===== config.mk =====
export PLATFORM = sky130hd
export DESIGN_NAME = adc_responder
export DESIGN_NICKNAME = d
export VERILOG_FILES = /design/src/rtl/adc_responder.sv
export SDC_FILE = /design/constraint.sdc
export NUM_CORES = 1
export LEC_CHECK = 0
export BUFFER_PORTS_ARGS = -buffer_cell sky130_fd_sc_hd__buf_4
export CAP_MARGIN = 10
export CORE_ASPECT_RATIO = 0.9
export CORE_MARGIN = 2
export CORE_UTILIZATION = 51
export CTS_CLUSTER_SIZE = 30
export DETAILED_ROUTE_END_ITERATION = 10
export GPL_TIMING_DRIVEN = 0
export PLACE_DENSITY = 0.79
export SYNTH_ARGS = -nofsm -noshare
export SYNTH_HDL_FRONTEND = slang
export SYNTH_SLANG_ARGS = --single-unit

===== constraint.sdc =====
create_clock -name clk -period 2.23 [get_ports clk]
set_clock_uncertainty 0.1 [all_clocks]
set_input_delay 0.1115 -clock clk [delete_from_list [all_inputs] [get_ports clk]]
set_output_delay 0.1115 -clock clk [all_outputs]
set_load 0.05 [all_outputs]

===== src/rtl/adc_responder.sv =====
// adc_responder
//    SPI slave that emulates an AD7908 (8 channels, 8 bits) for loopback and
//    self-test. Decodes the 12-bit control word shifted in on spi_din and
//    returns 16-bit frames {0, addr[2:0], sample[7:0], 4'b0000} on spi_dout.
//    The address written in one frame selects the channel of the next one.
//
// Ports
//    clk, rst      system clock, synchronous active-high reset
//    spi_sclk      SPI clock from master (idle low), asynchronous
//    spi_cs_n      chip select, active low, asynchronous
//    spi_din       MOSI, control word MSB first, asynchronous
//    ch_data       channel samples, channel k at [8k+7:8k]
//    spi_dout      MISO
//    dout_oe       high while a frame is active
//    cur_addr      channel converted on the next CS fall
//    ctrl_word     last committed control word
//    frame_done    one-clk pulse at the end of a complete frame
//    frame_err     one-clk pulse when CS rises before the 16th SCLK fall
//
// state   | meaning
// --------+------------------------------------------------------------
// IDLE    | no frame; waiting for a CS fall
// SHIFT   | frame active, shifting on SCLK falls (bit_cnt = falls seen)
// WAIT_CS | all 16 falls seen and committed; waiting for CS to rise

module adc_responder #(
   parameter logic [2:0] RESET_ADDR  = 3'd0,
   parameter int         SYNC_STAGES = 2
) (
   input  logic        clk,
   input  logic        rst,
   input  logic        spi_sclk,
   input  logic        spi_cs_n,
   input  logic        spi_din,
   input  logic [63:0] ch_data,
   output logic        spi_dout,
   output logic        dout_oe,
   output logic [2:0]  cur_addr,
   output logic [11:0] ctrl_word,
   output logic        frame_done,
   output logic        frame_err
);

   typedef enum logic [1:0] {IDLE, SHIFT, WAIT_CS} state_t;

   state_t state, state_d;

   logic [SYNC_STAGES-1:0] sclk_sync, cs_sync, din_sync;
   logic sclk_hist, cs_hist;
   logic sclk_s, cs_s, din_s;
   logic cs_fall, cs_rise, sclk_fall;

   logic [4:0]  bit_cnt, bit_cnt_d;
   logic [15:0] tx, tx_d;
   logic [15:0] rx, rx_d, rx_shift;
   logic        dout_d, oe_d, done_d, err_d;
   logic [2:0]  addr_d;
   logic [11:0] ctrl_d;

   // Synchronizers and history flops reset to 0, so a CS that is already
   // low when reset is released never looks like a falling edge.
   always_ff @(posedge clk) begin
      if (rst) begin
         sclk_sync <= '0;
         cs_sync   <= '0;
         din_sync  <= '0;
         sclk_hist <= 1'b0;
         cs_hist   <= 1'b0;
      end else begin
         sclk_sync <= {sclk_sync[SYNC_STAGES-2:0], spi_sclk};
         cs_sync   <= {cs_sync[SYNC_STAGES-2:0], spi_cs_n};
         din_sync  <= {din_sync[SYNC_STAGES-2:0], spi_din};
         sclk_hist <= sclk_s;
         cs_hist   <= cs_s;
      end
   end

   assign sclk_s    = sclk_sync[SYNC_STAGES-1];
   assign cs_s      = cs_sync[SYNC_STAGES-1];
   assign din_s     = din_sync[SYNC_STAGES-1];
   assign cs_fall   = cs_hist & ~cs_s;
   assign cs_rise   = ~cs_hist & cs_s;
   assign sclk_fall = sclk_hist & ~sclk_s;
   assign rx_shift  = {rx[14:0], din_s};

   always_ff @(posedge clk) begin
      if (rst) begin
         state      <= IDLE;
         bit_cnt    <= '0;
         tx         <= '0;
         rx         <= '0;
         spi_dout   <= 1'b0;
         dout_oe    <= 1'b0;
         cur_addr   <= RESET_ADDR;
         ctrl_word  <= '0;
         frame_done <= 1'b0;
         frame_err  <= 1'b0;
      end else begin
         state      <= state_d;
         bit_cnt    <= bit_cnt_d;
         tx         <= tx_d;
         rx         <= rx_d;
         spi_dout   <= dout_d;
         dout_oe    <= oe_d;
         cur_addr   <= addr_d;
         ctrl_word  <= ctrl_d;
         frame_done <= done_d;
         frame_err  <= err_d;
      end
   end

   always_comb begin
      state_d   = state;
      bit_cnt_d = bit_cnt;
      tx_d      = tx;
      rx_d      = rx;
      dout_d    = spi_dout;
      oe_d      = dout_oe;
      addr_d    = cur_addr;
      ctrl_d    = ctrl_word;
      done_d    = 1'b0;
      err_d     = 1'b0;

      case (state)
         IDLE: begin
            if (cs_fall) begin
               // Sample is frozen here; later ch_data changes do not matter.
               tx_d      = {1'b0, cur_addr, ch_data[{cur_addr, 3'b000} +: 8], 4'b0000};
               dout_d    = tx_d[15];
               oe_d      = 1'b1;
               bit_cnt_d = '0;
               rx_d      = '0;
               state_d   = SHIFT;
            end
         end
         SHIFT: begin
            // CS rise beats a coincident SCLK fall, even the 16th one.
            if (cs_rise) begin
               err_d   = 1'b1;
               dout_d  = 1'b0;
               oe_d    = 1'b0;
               state_d = IDLE;
            end else if (sclk_fall) begin
               rx_d      = rx_shift;
               bit_cnt_d = bit_cnt + 5'd1;
               // tx shifts left with zero fill, so tx[14] is the next bit
               // and naturally becomes 0 on the 16th fall.
               dout_d    = tx[14];
               tx_d      = {tx[14:0], 1'b0};
               if (bit_cnt == 5'd15) begin
                  dout_d  = 1'b0;
                  state_d = WAIT_CS;
                  if (rx_shift[15]) begin
                     ctrl_d = rx_shift[15:4];
                     addr_d = rx_shift[12:10];
                  end
               end
            end
         end
         WAIT_CS: begin
            dout_d = 1'b0;
            if (cs_rise) begin
               done_d  = 1'b1;
               oe_d    = 1'b0;
               state_d = IDLE;
            end
         end
         default: state_d = IDLE;
      endcase
   end

endmodule


======== Word-level counts from Yosys, hierarchy flattened ========
Cells that the tools add are included.
W data, S select, Z words.
operators by class
  add/sub/neg operators ................... 1
  multiplexer cells ....................... 27
  shift operators ......................... 1
  reduce and logical (&&, ||, !) cells .... 12
  eq/ne operators ......................... 10
  bitwise operators ....................... 9
operators by type and width
  operator               count
  $mux W15               6
  $shiftx A64 B7 Y8      1
  $pmux W15 S2           2
  $mux W5                3
  $mux W2                5
  $pmux W5 S2            1
  $ne A2 B2 Y1 const B   4
  $reduce_and A4 Y1      2
  $mux W1                7
  $ne A3 B3 Y1 const B   2
  $not A1 Y1             6
  $pmux W2 S3            1
  $reduce_and A3 Y1      2
  $reduce_or A2 Y1       3
  $add A5 B1 Y5 const B  1
  $eq A5 B4 Y1 const B   1
  $reduce_and A5 Y1      1
  $reduce_bool A2 Y1     2
  $and A1 B1 Y1          3
  $pmux W1 S3            1
  $reduce_bool A3 Y1     1
  $eq A2 B1 Y1 const B   1
  $eq A2 B2 Y1 const B   1
  $logic_not A2 Y1       1
  2 further kinds        2
word-level totals
  word-level logic and storage cells ...... 75
  output and inout bits ................... 19
  bits of input ports ..................... 69
  register bits ........................... 64

======== Depth between registers and ports, before layout ========
Gate-level depths: netlist of the first run.
  depth in word-level cells ............... 5
  gate-level depth with buffers ........... 8
  gate-level depth less buffers ........... 7

======== Worst setup path before layout of the first run ========
Ideal clock, no wire load.
  kind .................................... register to register
  start ................................... register cur_addr[1]
  end ..................................... register tx[10]
  data arrival time ....................... 1.910 ns
  period minus slack after synthesis ...... 2.144 ns
  path slack .............................. 0.086 ns
  path buffers ............................ 2
  cell stages (with the launch flop) ...... 7
  cells stage by stage .................... dfxtp_1 buf_6 buf_6 mux4_2 mux2_2 nand2_1 a311oi_1
on the way
  longest elaborated chain between the ends .. 3
RTL lines
  element                   RTL line  text
  start: declaration        38        output logic [2:0] cur_addr,
  start signal: assignment  105       cur_addr <= addr_d;
  $shiftx A64 B7 Y8         128       tx_d = {1'b0, cur_addr, ch_data[{cur_addr, 3'b000} +: 8], 4'b0000};
  $mux W15                  126       if (cs_fall) begin
  $pmux W15 S2              124       case (state)
  end signal: assignment    101       tx <= tx_d;
  end: declaration          54        logic [15:0] tx, tx_d;
Every way passes these cells. The select of a mux whose other input is x is not followed.
A chain may end at the register's enable or synchronous reset.

======== Final worst setup path of the first run ========
  start ................................... register state[0]
  end ..................................... register rx[7]
on the way
  longest elaborated chain between the ends .. 3
  elaborated cells on any way between the ends .. 8
  classes of those cells .................. eq/ne: 4; mux: 1; reduce/logical: 3
RTL lines
  element                                                       RTL line  text
  start: declaration                                            46        state_t state, state_d;
  start signal: assignment                                      99        state <= state_d;
  $eq A2 B1 Y1 or $logic_not A2 Y1 (tied branches)              124
  $ne A2 B2 Y1 (no line) or $reduce_bool A2 Y1 (tied branches)  -
  $reduce_and A4 Y1 (no line)                                   -
  end signal: assignment                                        102       rx <= rx_d;
  end: declaration                                              55        logic [15:0] rx, rx_d, rx_shift;
Several ways; a longest one is shown, not always the timed one.

==> out/results.txt, run 1 <==
# IOs: 88
Number of flops mapped to enable cells by yosys: 0
DR iter-0 viols: 214
Nets: 468
Initial Utilization: 53.7%
Full die area: 6250 sq um
Multi-input logic area: 1560 sq um
Synth Cell Area: 2870 sq um
Post-DR wirelength/cell: 16.0 um
Status: finished clean
ANT nets after route: 0
Synth area leaders: dfxtp_1 (40%), mux4_2 (13%), mux2i_1 (5.9%), a21oi_1 (3.5%), o21ai_0 (3.5%)
Mean Syn Cell Area: 9.83 sq um
Startpoint Class: flip-flop
Yosys warns: 0
Clock period minus worst slack: 2.08 ns
Hpwl dp: 5260 um
Chip height: 75.2 um
Initial antenna violation count: 0
Critical Path End Type: flip-flop
Post-Syn Instances: 292
Peak supply drop: 0.000612 V
DR vias: 2687
Pin count of the biggest net entering global routing: 11
Most common flop cell mapped by yosys: dfxtp_1
Die Wd: 83.1 um
Unique masters post-synth: 40
Worst setup margin: 0.149 ns
# Max-Cap Violations: 0
Setup violations, final: 0
# Post-CTS Setup Buffers: 0
Slew Viols, Final: 0
Vias per cell: 5.78
TritonCTS clock tree: done
Worst hold-check path type: flip-flop to flip-flop
Fin cells: 465
Clk root buf: clkbuf_8
Worst-margin pin slew: 0.560 ns
Clk buf depth: 2
Fin crit share: 93.3%
Vias in the first global route: 2630
Pwr/cell area: 787 nW/um^2
Pre-Repair DR Iteration Count: 4
Ant diodes: 0
Slew Limit Headroom: 62.7%
Leakage: 1.53 nW
Post-synth top cells: dfxtp_1 (57), a21oi_1 (20), o21ai_0 (20)
Arr. time, crit path: 2.24 ns
Crit Path Class: flip-flop to flip-flop
Ys async rst share: 0%
Grt ovf: 0
Register Area: 1140 sq um
Routed wire length: 7420 um
Crit path required time: 2.39 ns
Drc violations: 0
RSZ-0062 raised after global routing: yes
Critical Path Fanout Max: 10
Global-route wire length before repair: 12300 um
Share of layout cells above drive strength 1: 38.2%
Cell Rows: 25
Area growth syn-to-layout: 35.6%
Syn nets: 366
Reg clk slew, reported paths: 0.07 ns
IO Port Bufs: 87
Sink Count: 57
Placed insts: 446
Number of synthesized register bits: 57
Num CTS Buffers: 9
Sequential fraction of the synthesis area: 39.7%
Yosys top cell area share: 39.7%
Final hold vios: 0
Synth area leader: dfxtp_1
Pre-CTS WS: 0.107 ns
Most common cell in the netlist: dfxtp_1
Core ar.: 5350 sq um
Worst skew pair latency: 0.34 ns
Gr usage total: 25.0%
Max frequency: 480 MHz
GP Congestion: 0.811
H-tree levels: 3
Fillers: 389
## routing by layer
layer	vias up	share of wire, %	GRT usage (%)
li1	1276	-	-
met1	1309	44	32.4
met2	88	49	41.9
met3	14	5.3	6.25
met4	0	1.5	8.38
met5	-	0	0
## critical path: stages, from the launching register on
cell,delay [ns]
dfxtp_1,0.35
inv_1,0.07
ha_1,0.27
nand2b_1,0.22
nor2_2,0.36
clkbuf_2,0.31
o21ai_0,0.14
a21oi_1,0.18
## cell families after synthesis
group / count (synthesis) / share of synthesized area (%)
AND/OR/NAND/NOR: 92 / 16.0
flip-flops: 57 / 39.7
adder cells (fa/ha/maj): 5 / 2.18
multiplexers: 41 / 21.6
buffers and inverters: 32 / 6.10
AO/OA/AOI/OAI: 65 / 14.4
## state kept, by name, summed over array words and instances, names as in the netlist
register	cells
state	2
tx	11
din_sync	2
spi_dout	1
sclk_sync	2
bit_cnt	5
dout_oe	1
cs_hist	1
sclk_hist	1
rx	15
cur_addr	2
frame_err	1
frame_done	1
ctrl_word	10
cs_sync	2
## area by class of cell
| class | instances | area share (%) |
|---|---|---|
| plain buffers | 28 | 4.34 |
| clock buffers | 13 | 4.34 |
| clock inverters | 2 | 1.54 |
| inverters | 4 | 0.385 |
| multi-input cells | 203 | 40.2 |
| flip-flops and latches | 57 | 29.3 |
| well taps | 67 | 2.15 |
| repair buffers | 91 | 17.8 |
## path summary, 6_finish.rpt
| path | startpoint | end | slack, ns | cells past startpoint |
|---|---|---|---|---|
| worst max-delay path | state[0] | rx[7] | 0.15 | 7 |
| worst min-delay path | din_sync[0] | din_sync[1] | 0.34 | 1 |
| worst max register to register | state[0] | rx[7] | 0.15 | 7 |
| worst min register to register | din_sync[0] | din_sync[1] | 0.34 | 1 |
## metrics by stage
stage               utilization, %  power [mW]  hold WS (ns)  area (sq um)  TNS [ns]
finish                        72.8        3.06         0.338          3890         0
global route                  72.8        3.21         0.350          3890   -0.0245
CTS                           72.5        3.05         0.330          3880         0
detailed placement            67.5        1.95         0.227          3610         0
global placement              67.5        1.93         0.231          3610         0
floorplan                        -        1.71         0.140          2870         0
## placed cells by master, fill, tap and decap left out, drive strengths merged, types with 15 or more instances in the layout
| master | instances |
|---|---|
| buf | 106 |
| dfxtp | 57 |
| clkbuf | 22 |
| a21oi | 20 |
| o21ai | 20 |
| nand3 | 19 |
| nand2 | 19 |
| mux2i | 17 |
| mux4 | 16 |
| nor2 | 16 |
| nor3 | 15 |
## power breakdown
part / switching (mW) / internal [mW]
logic: 0.441 / 0.376
clock network: 0.397 / 0.715
registers: 0.0428 / 1.09
total: 0.881 / 2.18
## timing repair
| action | in CTS | in global routing |
|---|---|---|
| endpoints found under the setup margin | 0 | 26 |
| hold endpoints to repair | 4 | 0 |
| hold buffers | 4 | 0 |
| resized for setup | 0 | 12 |
No activity file was read; power rests on OpenSTA's default activity.
==> run 2: changes to the inputs <==
--- a/config.mk
+++ b/config.mk
@@ -7,13 +7,15 @@
 export LEC_CHECK = 0
 export BUFFER_PORTS_ARGS = -buffer_cell sky130_fd_sc_hd__buf_4
 export CAP_MARGIN = 10
+export CELL_PAD_IN_SITES_DETAIL_PLACEMENT = 1
+export CELL_PAD_IN_SITES_GLOBAL_PLACEMENT = 1
 export CORE_ASPECT_RATIO = 0.9
 export CORE_MARGIN = 2
-export CORE_UTILIZATION = 51
+export CORE_UTILIZATION = 38
 export CTS_CLUSTER_SIZE = 30
 export DETAILED_ROUTE_END_ITERATION = 10
-export GPL_TIMING_DRIVEN = 0
-export PLACE_DENSITY = 0.79
+export GPL_TIMING_DRIVEN = 1
+export PLACE_DENSITY_LB_ADDON = 0.1
 export SYNTH_ARGS = -nofsm -noshare
 export SYNTH_HDL_FRONTEND = slang
 export SYNTH_SLANG_ARGS = --single-unit
==> run 2 against run 1 <==
Compared with the run above:
- flip-flop and latch count unchanged
- count of clock-buffer cells in the layout down 1
- first-iteration DRC count is 71% lower
- critical path type unchanged
- largest power group unchanged
- sequential power hardly changed
- wire length up 8.2%
==> out/results.txt, run 2 (same netlist as run 1, synthesis figures left out) <==
Startpoint Class: flip-flop
Cell Rows: 30
Slew Limit Headroom: 70.8%
Clk root buf: clkbuf_8
Slew Viols, Final: 0
Chip height: 86.5 um
P_int: 2.05 mW
Final hold vios: 0
Nets: 454
Share of layout cells above drive strength 1: 37.8%
Ant diodes: 0
Psw: 0.887 mW
# Post-CTS Setup Buffers: 0
Worst skew pair latency: 0.33 ns
Fin crit share: 91.2%
Core ar.: 7430 sq um
Initial antenna violation count: 0
Die Wd: 95.6 um
Switching Share: 30.2%
Most frequent cells in the layout: buf_4 (101), dfxtp_1 (57), a21oi_1 (20), o21ai_0 (20), nand3_1 (19)
Initial Utilization: 38.6%
Setup slack, reg-to-reg: 0.20 ns
IO Port Bufs: 87
Pre-Repair DR Iteration Count: 4
Grt ovf: 0
Hold-critical path depth: 2
Pwr/cell area: 766 nW/um^2
TNS Setup: 0 ns
Sink Count: 57
DR iter-0 viols: 62
Total power: 2.93 mW
Hpwl dp: 5640 um
Largest register FFs: 15
Largest Register: rx
DR vias: 2545
Clock period minus worst slack: 2.03 ns
Gr usage total: 20.1%
Status: finished clean
Leakage: 1.47 nW
Fin cells: 480
# IOs: 88
Peak supply drop: 0.000322 V
Share of power burned in combinational logic: 28.5%
Global-route wire length before repair: 12900 um
GP Congestion: 0.756
Area growth syn-to-layout: 33.3%
Max frequency: 492 MHz
Full die area: 8270 sq um
Critical Path Fanout Max: 12
Arr. time, crit path: 2.19 ns
Reg clk slew, reported paths: 0.07 ns
Vias in the first global route: 2651
Worst-margin pin slew: 0.439 ns
Placed insts: 462
Vias per cell: 5.30
R2R cell count: 6
Crit path required time: 2.38 ns
Routed wire length: 8030 um
Most common cell after layout, fill and taps aside: buf_4
Top flop regs: rx: 15 flops, tx: 11 flops, ctrl_word: 10 flops
ANT nets after route: 0
Worst hold-check path type: input pin to flip-flop
Pin count of the biggest net entering global routing: 43
Clk pwr share: 32.8%
H-tree levels: 3
Clk buf depth: 2
Sequential Power Share: 38.7%
Critical Path End Type: flip-flop
TritonCTS clock tree: done
Post-DR wirelength/cell: 16.7 um
Setup violations, final: 0
# Max-Cap Violations: 0
Num CTS Buffers: 9
RSZ-0062 raised after global routing: no
Crit Path Class: flip-flop to flip-flop
Drc violations: 0
==> run 2: per-stage QoR <==
step / utilization [%] / hold slack (ns) / worst slack (ns) / instance area (sq um)
2_1_floorplan: - / 0.140 / 0.0864 / 2870
3_3_place_gp: 48.4 / 0.230 / 0.206 / 3600
3_5_place_dp: 48.4 / 0.235 / 0.0870 / 3600
4_1_cts: 51.4 / 0.0915 / 0.0559 / 3820
5_1_grt: 51.5 / 0.109 / 0.0479 / 3830
6_report: 51.5 / 0.104 / 0.197 / 3830
==> run 2: per-layer routing <==
| metal | part of all wire [%] | track usage, % |
|---|---|---|
| met1 | 46 | 25.5 |
| met2 | 51 | 33.9 |
| met3 | 2.4 | 5.83 |
| met4 | 0.80 | 4.68 |
| met5 | 0 | 0 |
==> run 2: path summary, 6_finish.rpt <==
| check | startpoint | end |
|---|---|---|
| setup / recovery | state[0] | bit_cnt[2] |
| hold / removal | rst | cur_addr[0] |
| setup reg to reg | state[0] | bit_cnt[2] |
| hold reg to reg | din_sync[0] | din_sync[1] |
==> run 2: cell type report <==
cell class	instances	area, sq um
fillers	836	3600
multi-input cells	203	1560
clock inverters	3	40.0
repair buffers	105	800
clock buffers	12	155
well taps	96	120
inverters	4	15.0
flip-flops and latches	57	1140
==> run 2: what timing repair did <==
item,4_1_cts,5_1_grt
hold buffers,3,0
setup endpoints to repair,0,11
resized for setup,0,2
endpoints found under the hold margin,3,0
==> run 2: power groups by stage <==
stage / clock network [mW] / logic [mW] / registers (mW)
2_1_floorplan: 0 / 0.544 / 1.17
3_3_place_gp: 0 / 0.806 / 1.15
3_5_place_dp: 0 / 0.827 / 1.16
4_1_cts: 0.988 / 0.838 / 1.14
5_1_grt: 1.04 / 0.921 / 1.14
6_report: 0.962 / 0.835 / 1.14
==> run 2: critical path, cell delays in order, from the launching register on <==
cell,delay (ns)
dfxtp_1,0.36
inv_1,0.08
ha_1,0.28
nand2b_1,0.22
or2_2,0.41
a2111o_1,0.43
o21ai_0,0.07
==> run 3: changes to the inputs <==
--- a/config.mk
+++ b/config.mk
@@ -5,7 +5,7 @@
 export SDC_FILE = /design/constraint.sdc
 export NUM_CORES = 1
 export LEC_CHECK = 0
-export BUFFER_PORTS_ARGS = -buffer_cell sky130_fd_sc_hd__buf_4
+export BUFFER_PORTS_ARGS = -buffer_cell sky130_fd_sc_hd__buf_2
 export CAP_MARGIN = 10
 export CELL_PAD_IN_SITES_DETAIL_PLACEMENT = 1
 export CELL_PAD_IN_SITES_GLOBAL_PLACEMENT = 1
==> run 3 against run 2 <==
Compared with the run above:
- worst hold slack better by 0.027 ns
- wire length fell by 2.9%
- clock power up 8%
- cell area decreased by 4.7%
- fmax increased by 0.46%
- cell count grew 0.21%
- register-to-register slack about the same
- flip-flop and latch count is the same
- largest cell class unchanged
- highest routed layer unchanged
==> out/results.txt, run 3 (same netlist as run 1, synthesis figures left out) <==
Most common cell after layout, fill and taps aside: buf_2
Crit path required time: 2.39 ns
Routed wire length: 7790 um
Largest Register: rx
IO Port Bufs: 87
Worst-margin pin slew: 0.520 ns
Global-route wire length before repair: 13200 um
Drc violations: 0
TNS Setup: 0 ns
Clk buf depth: 2
Setup slack, reg-to-reg: 0.21 ns
Top flop regs: rx: 15 flops, tx: 11 flops, ctrl_word: 10 flops
Pin count of the biggest net entering global routing: 29
Final hold vios: 0
# Max-Cap Violations: 0
Routing usage on met1: 26.7%
Switching Share: 30.7%
Core ar.: 7430 sq um
Startpoint Class: flip-flop
Busiest grt layer: met2
Vias per cell: 5.25
HP Start: rst
Hold-critical path depth: 2
Max frequency: 494 MHz
# Post-CTS Setup Buffers: 0
Setup violations, final: 0
Critical Path Fanout Max: 17
Chip height: 86.5 um
Fin crit share: 90.8%
H-tree levels: 3
Cell Rows: 30
Psw: 0.915 mW
RSZ-0062 raised after global routing: no
Worst skew pair latency: 0.34 ns
Slew Viols, Final: 0
Full die area: 8270 sq um
Sink Count: 57
Clk pwr share: 34.9%
Sequential Power Share: 38.1%
Met2 global-route usage: 33.5%
DR iter-0 viols: 71
Reg clk slew, reported paths: 0.07 ns
Final instance area: 3650 sq um
Leakage: 1.42 nW
Arr. time, crit path: 2.19 ns
Largest register FFs: 15
GP Congestion: 0.754
Initial Utilization: 38.6%
# IOs: 88
Worst hold-check path type: input pin to flip-flop
Slew Limit Headroom: 65.3%
Nets: 454
Placed inst area: 3400 sq um
R2R cell count: 7
Clk root buf: clkbuf_8
Crit Path Class: flip-flop to flip-flop
Pwr/cell area: 817 nW/um^2
Ant diodes: 0
Die Wd: 95.6 um
Hpwl dp: 5580 um
Global routing met3 resource utilization: 5.39%
Peak supply drop: 0.000403 V
Status: finished clean
Worst Hold End: cs_hist
TritonCTS clock tree: done
R2r startpoint: state[1]
Clock period minus worst slack: 2.02 ns
Vias in the first global route: 2661
Area growth syn-to-layout: 27.0%
DR vias: 2526
Share of power burned in combinational logic: 27.0%
Share of layout cells above drive strength 1: 37.9%
Gr usage total: 20.5%
Post-DR wirelength/cell: 16.2 um
Critical Path End Type: flip-flop
Most frequent cells in the layout: buf_2 (87), dfxtp_1 (57), a21oi_1 (20), o21ai_0 (20), nand3_1 (19)
Num CTS Buffers: 9
Grt ovf: 0
ANT nets after route: 0
Pre-Repair DR Iteration Count: 4
P_int: 2.07 mW
Reg2reg end: bit_cnt[0]
Initial antenna violation count: 0
==> run 3: how the worst max path moves through the flow <==
stage / start / endpoint / cells past startpoint
3_3_place_gp: state[0] / bit_cnt[4] / 6
5_1_grt: state[1] / bit_cnt[4] / 6
3_5_place_dp: state[1] / tx[10] / 6
2_1_floorplan: cur_addr[1] / tx[10] / 6
6_report: state[1] / bit_cnt[0] / 7
4_1_cts: state[1] / tx[10] / 6
==> run 3: repair_timing <==
action,4_1_cts,5_1_grt
setup endpoints to repair,0,11
hold buffers,3,0
hold endpoints to repair,3,0
resized for setup,0,1
==> run 3: power groups by stage <==
stage / Combinational, mW / Clock [mW] / Sequential [mW]
6_report: 0.805 / 1.04 / 1.14
5_1_grt: 0.906 / 1.11 / 1.14
3_3_place_gp: 0.774 / 0 / 1.15
2_1_floorplan: 0.544 / 0 / 1.17
4_1_cts: 0.812 / 1.07 / 1.14
3_5_place_dp: 0.798 / 0 / 1.16
==> run 3: critical path, cell delays in order (launching register included) <==
cell	delay (ns)
dfxtp_1	0.31
inv_1	0.09
ha_1	0.29
mux2i_1	0.35
a211o_1	0.27
buf_4	0.27
a21boi_0	0.12
nor3_1	0.13
==> run 3: routing by layer <==
layer	vias up	share of wire, %	routed length [um]
li1	1241	-	-
met2	29	50	3880
met3	6	2.7	213
met5	-	0	0
met4	0	0.82	64
met1	1250	47	3640
==> run 3: through the flow <==
step	hold slack, ns	instances	setup WS (ns)	utilization [%]	total power, mW
final	0.130	481	0.206	49.1	2.98
after global routing	0.151	481	0.0165	49.1	3.16
after CTS	0.124	481	0.102	49.0	3.02
after detailed placement	0.238	462	0.134	45.8	1.95
after global placement	0.225	462	0.245	45.8	1.93
after floorplan	0.140	292	0.0864	-	1.71
==> run 3: layout make-up <==
type	instances	area, sq um
clock buffers	10	128
clock inverters	6	82.6
fillers	892	3780
inverters	4	15.0
multi-input cells	203	1560
flip-flops and latches	57	1140
well taps	96	120
repair buffers	105	603
